===== src/rtl/upcounter_hm_if.sv =====
// upcounter_hm_if
//   Strobe/level inputs and display/status outputs of the HH:MM up-counter.
//   clk and rst_n stay plain ports on the core.
//   Inputs : tick, start_p, pause_p, setting, set_min_p, set_hour_p
//   Outputs: one_m, ten_m, one_h, ten_h (BCD digits), running, done, led[15:0]
//   master = stimulus side, slave = the counter core.
interface upcounter_hm_if;
  logic        tick;
  logic        start_p;
  logic        pause_p;
  logic        setting;
  logic        set_min_p;
  logic        set_hour_p;
  logic [3:0]  one_m, ten_m, one_h, ten_h;
  logic        running;
  logic        done;
  logic [15:0] led;

  modport master (
    output tick, start_p, pause_p, setting, set_min_p, set_hour_p,
    input  one_m, ten_m, one_h, ten_h, running, done, led
  );
  modport slave (
    input  tick, start_p, pause_p, setting, set_min_p, set_hour_p,
    output one_m, ten_m, one_h, ten_h, running, done, led
  );
endinterface


===== src/rtl/upcounter_hm.sv =====
// upcounter_hm
//   Up-counting HH:MM stopwatch. Counts from 00:00 on each tick while running,
//   stops at a user-set target, or free-runs (23:59 -> 00:00) when the target
//   is 00:00. Count and target are held as two BCD digits per field.
//   Ports:
//     clk   - system clock, rising edge
//     rst_n - asynchronous reset, ACTIVE HIGH despite its name
//     bus   - upcounter_hm_if.slave (strobes in, digits/running/done/led out)
//   Optional feature: define UPCNT_BLINK_EN to blink the LEDs in DONE
//   (toggle on every tick); otherwise DONE shows led = 16'hFFFF steadily.
module upcounter_hm #(
  parameter int HOUR_MAX = 23,
  parameter int MIN_MAX  = 59
) (
  input  logic          clk,
  input  logic          rst_n,
  upcounter_hm_if.slave bus
);

  localparam logic [7:0] HOUR_MAX_BCD = 8'((HOUR_MAX / 10) * 16 + HOUR_MAX % 10);
  localparam logic [7:0] MIN_MAX_BCD  = 8'((MIN_MAX / 10) * 16 + MIN_MAX % 10);

  typedef enum logic [1:0] {IDLE, RUN, HOLD, DONE} state_t;

  state_t     r_state, w_state_nxt;
  logic [7:0] r_cnt_h, r_cnt_m, r_tgt_h, r_tgt_m;
  logic [7:0] w_cnt_h_nxt, w_cnt_m_nxt, w_tgt_h_nxt, w_tgt_m_nxt;
  logic [7:0] w_inc_h, w_inc_m;
  logic       w_hit;
  logic [7:0] w_disp_h, w_disp_m;
`ifdef UPCNT_BLINK_EN
  logic       r_blink, w_blink_nxt;
`endif

  // Two-digit BCD increment wrapping from max to 00.
  function automatic logic [7:0] bcd_inc(input logic [7:0] v, input logic [7:0] max);
    if (v == max)         return 8'h00;
    if (v[3:0] == 4'd9)   return {v[7:4] + 4'd1, 4'd0};
    return {v[7:4], v[3:0] + 4'd1};
  endfunction

  // Count value after one tick; hours advance only when minutes wrap.
  assign w_inc_m = bcd_inc(r_cnt_m, MIN_MAX_BCD);
  assign w_inc_h = (r_cnt_m == MIN_MAX_BCD) ? bcd_inc(r_cnt_h, HOUR_MAX_BCD) : r_cnt_h;
  // Target 00:00 means free-run, so it never matches.
  assign w_hit   = ({r_tgt_h, r_tgt_m} != 16'h0000) &&
                   ({w_inc_h, w_inc_m} == {r_tgt_h, r_tgt_m});

  always_ff @(posedge clk or posedge rst_n) begin
    if (rst_n) begin
      r_state <= IDLE;
      r_cnt_h <= 8'h00;
      r_cnt_m <= 8'h00;
      r_tgt_h <= 8'h00;
      r_tgt_m <= 8'h00;
`ifdef UPCNT_BLINK_EN
      r_blink <= 1'b0;
`endif
    end else begin
      r_state <= w_state_nxt;
      r_cnt_h <= w_cnt_h_nxt;
      r_cnt_m <= w_cnt_m_nxt;
      r_tgt_h <= w_tgt_h_nxt;
      r_tgt_m <= w_tgt_m_nxt;
`ifdef UPCNT_BLINK_EN
      r_blink <= w_blink_nxt;
`endif
    end
  end

  always_comb begin
    w_state_nxt = r_state;
    w_cnt_h_nxt = r_cnt_h;
    w_cnt_m_nxt = r_cnt_m;
    w_tgt_h_nxt = r_tgt_h;
    w_tgt_m_nxt = r_tgt_m;
`ifdef UPCNT_BLINK_EN
    w_blink_nxt = r_blink;
`endif
    case (r_state)
      IDLE: begin
        if (bus.setting) begin
          // Start is ignored while setting; minutes do not carry into hours.
          if (bus.set_min_p)  w_tgt_m_nxt = bcd_inc(r_tgt_m, MIN_MAX_BCD);
          if (bus.set_hour_p) w_tgt_h_nxt = bcd_inc(r_tgt_h, HOUR_MAX_BCD);
        end else if (bus.start_p) begin
          w_state_nxt = RUN;
          w_cnt_h_nxt = 8'h00;
          w_cnt_m_nxt = 8'h00;
        end
      end
      RUN: begin
        if (bus.start_p) begin
          w_state_nxt = IDLE;
          w_cnt_h_nxt = 8'h00;
          w_cnt_m_nxt = 8'h00;
        end else if (bus.tick) begin
          // Increment lands first; reaching the target beats a same-cycle pause.
          w_cnt_h_nxt = w_inc_h;
          w_cnt_m_nxt = w_inc_m;
          if (w_hit) begin
            w_state_nxt = DONE;
`ifdef UPCNT_BLINK_EN
            w_blink_nxt = 1'b0;
`endif
          end else if (bus.pause_p) begin
            w_state_nxt = HOLD;
          end
        end else if (bus.pause_p) begin
          w_state_nxt = HOLD;
        end
      end
      HOLD: begin
        if (bus.start_p) begin
          w_state_nxt = IDLE;
          w_cnt_h_nxt = 8'h00;
          w_cnt_m_nxt = 8'h00;
        end else if (bus.pause_p) begin
          w_state_nxt = RUN;
        end
      end
      DONE: begin
        if (bus.start_p) begin
          w_state_nxt = IDLE;
          w_cnt_h_nxt = 8'h00;
          w_cnt_m_nxt = 8'h00;
        end
`ifdef UPCNT_BLINK_EN
        else if (bus.tick) begin
          w_blink_nxt = ~r_blink;
        end
`endif
      end
      default: w_state_nxt = IDLE;
    endcase
  end

  // Target is shown only while it is being edited.
  assign w_disp_h = (r_state == IDLE && bus.setting) ? r_tgt_h : r_cnt_h;
  assign w_disp_m = (r_state == IDLE && bus.setting) ? r_tgt_m : r_cnt_m;

  assign bus.ten_h   = w_disp_h[7:4];
  assign bus.one_h   = w_disp_h[3:0];
  assign bus.ten_m   = w_disp_m[7:4];
  assign bus.one_m   = w_disp_m[3:0];
  assign bus.running = (r_state == RUN);
  assign bus.done    = (r_state == DONE);

  always_comb begin
    bus.led = 16'h0000;
    case (r_state)
      IDLE: bus.led[13] = bus.setting;
      RUN:  bus.led[15] = 1'b1;
      HOLD: bus.led[14] = 1'b1;
`ifdef UPCNT_BLINK_EN
      DONE: bus.led = {16{r_blink}};
`else
      DONE: bus.led = 16'hFFFF;
`endif
      default: bus.led = 16'h0000;
    endcase
  end

endmodule


===== src/flat_wrapper.sv =====
// flat-port wrapper written by rule: the top's interface ports become plain ports
module upcounter_hm_flat 
#(
  parameter int HOUR_MAX = 23,
  parameter int MIN_MAX  = 59
)
  (clk, rst_n, bus_tick, bus_start_p, bus_pause_p, bus_setting, bus_set_min_p, bus_set_hour_p, bus_one_m, bus_ten_m, bus_one_h, bus_ten_h, bus_running, bus_done, bus_led);
  upcounter_hm_if bus_i ();
  input  logic clk;
  input  logic rst_n;
  input wire logic [$bits(bus_i.tick)-1:0] bus_tick;
  input wire logic [$bits(bus_i.start_p)-1:0] bus_start_p;
  input wire logic [$bits(bus_i.pause_p)-1:0] bus_pause_p;
  input wire logic [$bits(bus_i.setting)-1:0] bus_setting;
  input wire logic [$bits(bus_i.set_min_p)-1:0] bus_set_min_p;
  input wire logic [$bits(bus_i.set_hour_p)-1:0] bus_set_hour_p;
  output wire logic [$bits(bus_i.one_m)-1:0] bus_one_m;
  output wire logic [$bits(bus_i.ten_m)-1:0] bus_ten_m;
  output wire logic [$bits(bus_i.one_h)-1:0] bus_one_h;
  output wire logic [$bits(bus_i.ten_h)-1:0] bus_ten_h;
  output wire logic [$bits(bus_i.running)-1:0] bus_running;
  output wire logic [$bits(bus_i.done)-1:0] bus_done;
  output wire logic [$bits(bus_i.led)-1:0] bus_led;
  assign bus_i.tick = bus_tick;
  assign bus_i.start_p = bus_start_p;
  assign bus_i.pause_p = bus_pause_p;
  assign bus_i.setting = bus_setting;
  assign bus_i.set_min_p = bus_set_min_p;
  assign bus_i.set_hour_p = bus_set_hour_p;
  assign bus_one_m = bus_i.one_m;
  assign bus_ten_m = bus_i.ten_m;
  assign bus_one_h = bus_i.one_h;
  assign bus_ten_h = bus_i.ten_h;
  assign bus_running = bus_i.running;
  assign bus_done = bus_i.done;
  assign bus_led = bus_i.led;
  upcounter_hm #(.HOUR_MAX(HOUR_MAX), .MIN_MAX(MIN_MAX)) u_core (.clk(clk), .rst_n(rst_n), .bus(bus_i));
endmodule

===== config.mk =====
export PLATFORM = sky130hd
export DESIGN_NAME = upcounter_hm_flat
export DESIGN_NICKNAME = d
export VERILOG_FILES = /design/src/rtl/upcounter_hm_if.sv /design/src/rtl/upcounter_hm.sv /design/src/flat_wrapper.sv
export SDC_FILE = /design/constraint.sdc
export NUM_CORES = 1
export LEC_CHECK = 0
export ABC_CLOCK_PERIOD_IN_PS = 2930
export BUFFER_PORTS_ARGS = -buffer_cell sky130_fd_sc_hd__buf_2
export CAP_MARGIN = 15
export CORE_ASPECT_RATIO = 0.75
export CORE_MARGIN = 10
export CORE_UTILIZATION = 50
export CTS_BUF_LIST = sky130_fd_sc_hd__clkbuf_4 sky130_fd_sc_hd__clkbuf_8
export DETAILED_ROUTE_END_ITERATION = 8
export PLACE_DENSITY = 0.71
export SYNTH_ARGS = -nofsm -noshare
export SYNTH_HDL_FRONTEND = slang
export SYNTH_SLANG_ARGS = --single-unit
export TNS_END_PERCENT = 5

===== constraint.sdc =====
create_clock -name clk -period 2.93 [get_ports clk]
set_input_delay 0.293 -clock clk [delete_from_list [all_inputs] [get_ports clk]]
set_output_delay 0.293 -clock clk [all_outputs]
set_load 0.03 [all_outputs]

; ---- Word level (Yosys, flattened, before mapping)
; Cells that the tools add are included.
[word_totals]
latchBits = 0
output_inout_bits = 34
wordCells = 113
romBits = 0
regBits = 34
memories = 0
ram_bits = 0
[classes]
order_cmp = 0
shifts = 0
add_sub_neg = 8
bitwise = 0
n_eq_ne = 17
n_mul = 0
n_div = 0
n_reduce_logical = 14
n_mux = 67
[ops]
columns = cell, n
row1 = two-way mux 8 bit, 27
row2 = case mux 8 bit (3 select lines), 2
row3 = "adder 4 x 1 -> 4 bit, second input constant", 8
row4 = two-way mux 1 bit, 26
row5 = two-way mux 2 bit, 9
row6 = equality test 16 bit, 1
row7 = "equality test 4 bit, second input constant", 4
row8 = "equality test 8 x 6 -> 1 bit, second input constant", 2
row9 = "equality test 8 x 7 -> 1 bit, second input constant", 2
row10 = nonzero test 16 bit, 1
row11 = two-way mux 13 bit, 1
row12 = AND reduction 4 bit, 3
row13 = case mux 2 bit (4 select lines), 1
row14 = "inequality test 2 bit, second input constant", 3
row15 = "inequality test 3 bit, second input constant", 2
row16 = AND reduction 3 bit, 2
row17 = "equality test 2 bit, second input constant", 2
row18 = nonzero test 2 bit, 2
row19 = OR reduction 2 bit, 2
row20 = "equality test 2 x 1 -> 1 bit, second input constant", 1
row21 = logical AND 1 bit, 2
row22 = zero test 2 bit, 1
row23 = case mux 1 bit (2 select lines), 1
row24 = AND reduction 2 bit, 1

; ---- Longest topological paths before layout
[depth]
word_depth = 12
depth_mapped = 11
ltp_nobuf = 10

; ---- Worst setup path before layout
; OpenSTA, ideal clock, no wires.
[synth_timing]
path_kind = register to register
start = register u_core.r_cnt_m[0]
end = register u_core.r_state[0]
path_slack_ns = 0.662
t_arrival_ns = 2.181
period_less_slack_ns = 2.268
setup_time_ns = 0.087
path_stages_with_launch = 11
cell_sequence = dfrtp_1 ha_1 and3b_1 buf_4 nand4_2 mux2i_1 xor2_1 nand4_1 nor4_2 a32oi_1 a211oi_2
[synth_between]
elab_chain_len = 11
word_cells_on_any_way = 16
[synth_lines]
columns = item, line_no
row1 = from (decl), upcounter_hm.sv:26  ; logic [7:0] r_cnt_h, r_cnt_m, r_tgt_h, r_tgt_m;
row2 = from (signal assigned), upcounter_hm.sv:62  ; r_cnt_m <= w_cnt_m_nxt;
row3 = equality test 4 bit, upcounter_hm.sv:38  ; if (v[3:0] == 4'd9) return {v[7:4] + 4'd1, 4'd0};
row4 = two-way mux 1 bit (2 in a row), upcounter_hm.sv:38
row5 = two-way mux 8 bit, upcounter_hm.sv:39  ; return {v[7:4], v[3:0] + 4'd1};
row6 = two-way mux 8 bit, upcounter_hm.sv:38
row7 = equality test 16 bit (*), upcounter_hm.sv:47  ; ({w_inc_h, w_inc_m} == {r_tgt_h, r_tgt_m});
row8 = logical AND 1 bit (*), upcounter_hm.sv:46  ; assign w_hit = ({r_tgt_h, r_tgt_m} != 16'h0000) &&
row9 = two-way mux 2 bit (*), upcounter_hm.sv:101  ; if (w_hit) begin
row10 = two-way mux 2 bit (*), upcounter_hm.sv:97  ; end else if (bus.tick) begin
row11 = two-way mux 2 bit (*), upcounter_hm.sv:93  ; if (bus.start_p) begin
row12 = case mux 2 bit (4 select lines) (*), upcounter_hm.sv:80  ; case (r_state)
row13 = to (signal assigned), upcounter_hm.sv:60  ; r_state <= w_state_nxt;
row14 = to (decl), upcounter_hm.sv:25  ; state_t r_state, w_state_nxt;
; Every way passes the cells marked *; elsewhere a longest branch is shown, timed or not. The select of a mux whose other input is x is not followed.
; A chain may end at the register's enable or synchronous reset.

; ---- Worst setup path in the final report
; Ends and elaborated chain as after synthesis.

==> impl_metrics.yaml <==
outcome:
  status: "finished, final reports clean"
clock_tree:
  clock_latency_ns: 0.29
  hold_buffers: 0
  clock_path_buffers: 2
  post_cts_buffers: 0
  post_cts_resized: 0
  cts_tree: "built"
  cts_made_buffers: 5
  clockRootBuffer: "clkbuf_8"
  cts_max_level: 2
  clkSlewWorstSetupHoldPaths_ns: 0.08
  numClockSinks: 34
floorplan:
  start_util: 0.528
  die_w_um: 108
  core_area_sq_um: 5500
  dieArea_sq_um: 9280
  io_pins: 42
  rows: 23
  die_h_um: 86.0
cells_and_area:
  areaGrowthSynthToFinish_pct: 9.18
  fin_area_sq_um: 3170
  final_util: 0.577
  nNetsFinal: 408
  n_antenna_cell: 0
  drive_gt1_frac: 0.194
  layout.cells.non_filler: 451
routing:
  drt_pre_antenna_iters: 5
  drtIter0Drc: 225
  vias: 2626
  via_per_inst: 5.82
  drc: 0
  finalWirelength_mm: 7.51
  ant_nets: 0
  drt-wirelength-per-cell_um: 16.7
power:
  switching_power_mw: 1.10
  p_int_mw: 1.16
  p_seq_frac: 0.330
  pwr-share-comb: 0.512
  powerDensity_nw_per_um2: 712
  peakVddDrop_v: 0.000397
  sw_frac_of_total: 0.487
  pwr-share-clk: 0.157
  power_leakage_nw: 1.54
  p_total_mw: 2.26
synthesis:
  syn_nets: 381
  ys_ff_latch: 34
  avgSynthCellArea_sq_um: 8.32
  synth_edf_count: 0
  netlist_instances: 349
  synth_area_leaders: "dfrtp_1 (29%), ha_1 (10%), o21ai_0 (7.4%)"
  yosysSeqAreaShare: 0.293
  synth_area_sq_um: 2900
  synth_top_cells_by_count: "nand2_1 (47), o21ai_0 (43), dfrtp_1 (34)"
  yosysTopAreaCell: "dfrtp_1"
  synth_top_area_frac: 0.293
  yosysWarnings: 0
  synth_most_common_cell: "nand2_1"
  async_reset_ff_frac: 1.00
  ys_types: 53
  ys.flop_type: "dfrtp_1"
timing:
  hold_viol_final: 0
  skew_ns: 0.0103
  slew_headroom: 0.610
  setup_ws_ns: 0.223
  min_period_ns: 2.71
  holdWs_ns: 0.112
  setup_viol: 0
  rsz0062_at_grt: "false"
  period_share: 0.924
  max_clock_freq_ghz: 0.369
  worst_pin_slew_ns: 0.580
  final-max-slew-violation-count: 0
  final.setup.tns_ns: 0
global_route:
  grt_use_total: 0.161
  met2_usage: 0.230
  grt_use_met1: 0.239
  first_global_vias: 2429
  grt-ovfl-total: 0
  grt_max_degree: 35
  antenna_found_initial: 0
  grt_busiest_layer: "met1"
  grtUsageMet3: 0.0411
  grt_first_pass_wirelength_mm: 12.5
placement:
  portBuffers: 41
  place_congestion: 0.876
  dp.cells: 444
  hpwl_mm: 5.59
  dpl_cell_area_sq_um: 3090
  place_ws_ns: 0.322
worst_setup_path:
  crit_required_ns: 3.13
  crit_type: "reg2reg"
  cp_slowest_cell: "dfrtp_1"
  rr_startpoint: "u_core.r_cnt_m[0]"
  worstSetupStartpoint: "u_core.r_cnt_m[0]"
  crit_chain: "ha_1 > and3b_1 > nand2_1 > or3_1 > a21o_1 > xnor2_1 > nor4_1 > a32oi_1 > a211oi_2"
  cp-end-kind: "flip-flop"
  slowest_delay_ns: 0.45
  path_max_fanout: 7
  start_kind: "flip-flop"
  crit_arrival_ns: 2.91
min_path:
  holdCritPathClass: "in2async"
job:
  cap_viol_max_count: 0
[final cells by class]
cell class | count | area (sq um)
fillers | 530 | 2330
inverters | 18 | 67.6
well taps | 75 | 93.8
multi-input cells | 271 | 1830
clock buffers | 7 | 83.8
flip-flops and latches | 34 | 851
repair buffers | 46 | 243
[cells by family (layout without fill, tap and decap cells)]
| logic type | count (synthesis) | in the layout | synth area share |
|---|---|---|---|
| multiplexers | 14 | 14 | 0.0522 |
| flip-flops | 34 | 34 | 0.293 |
| AO/OA/AOI/OAI | 93 | 93 | 0.196 |
| adder cells (fa/ha/maj) | 24 | 24 | 0.103 |
| XOR/XNOR | 16 | 16 | 0.0483 |
| buffers and inverters | 44 | 71 | 0.0763 |
| AND/OR/NAND/NOR | 124 | 124 | 0.231 |
[worst max-delay path, delay by kind of cell (launching register included)]
| family | cells | cell delay, ns |
|---|---|---|
| adders and majority gates | 1 | 0.28 |
| and+or+nand+nor | 4 | 1.17 |
| DFF | 1 | 0.45 |
| xor gates and xnor gates | 1 | 0.12 |
| AOI/OAI and AO/OA | 3 | 0.61 |
[state kept, by name, summed over array words and instances, names as in the netlist]
signal and flops:
u_core.r_tgt_m 8, u_core.r_state 2, u_core.r_cnt_h 8, u_core.r_cnt_m 8, u_core.r_tgt_h 8
[placed cells by master, fill, tap and decap left out, drive strengths merged, types with 5 or more instances in the layout]
| master | count |
|---|---|
| mux2i | 5 |
| clkbuf | 7 |
| dfrtp | 34 |
| xor2 | 5 |
| a21oi | 12 |
| o41ai | 5 |
| nand2 | 48 |
| buf | 46 |
| nor2 | 19 |
| and3 | 6 |
| xnor2 | 11 |
| a31oi | 5 |
| inv | 18 |
| mux2 | 9 |
| ha | 24 |
| o21ai | 50 |
| nand3 | 12 |
| o31ai | 5 |
| nand4 | 6 |
[path summary, 6_finish.rpt]
kind,slack [ns],depth (start not counted),to
worst min-delay path,0.11,3,u_core.r_cnt_m[7]
worst max register to register,0.22,9,u_core.r_state[0]
worst max-delay path,0.22,9,u_core.r_state[0]
worst min register to register,0.55,1,u_core.r_tgt_h[4]
min in group clk,0.32,3,u_core.r_state[1]
max in group asynchronous,2.48,3,u_core.r_tgt_h[7]
[per-layer routing]
layer,part of all wire,wire [um]
met5,0,0
met3,0.081,611
met4,0.0024,18
met1,0.50,3790
met2,0.41,3100
[power groups by stage]
stage | Sequential, mW | Clock, mW | Combinational [mW]
2_1_floorplan | 0.681 | 0 | 0.914
3_3_place_gp | 0.742 | 0 | 1.13
3_5_place_dp | 0.748 | 0 | 1.15
4_1_cts | 0.740 | 0.361 | 1.16
5_1_grt | 0.768 | 0.376 | 1.28
6_report | 0.746 | 0.355 | 1.16
Power figures use the tool's default switching activity.
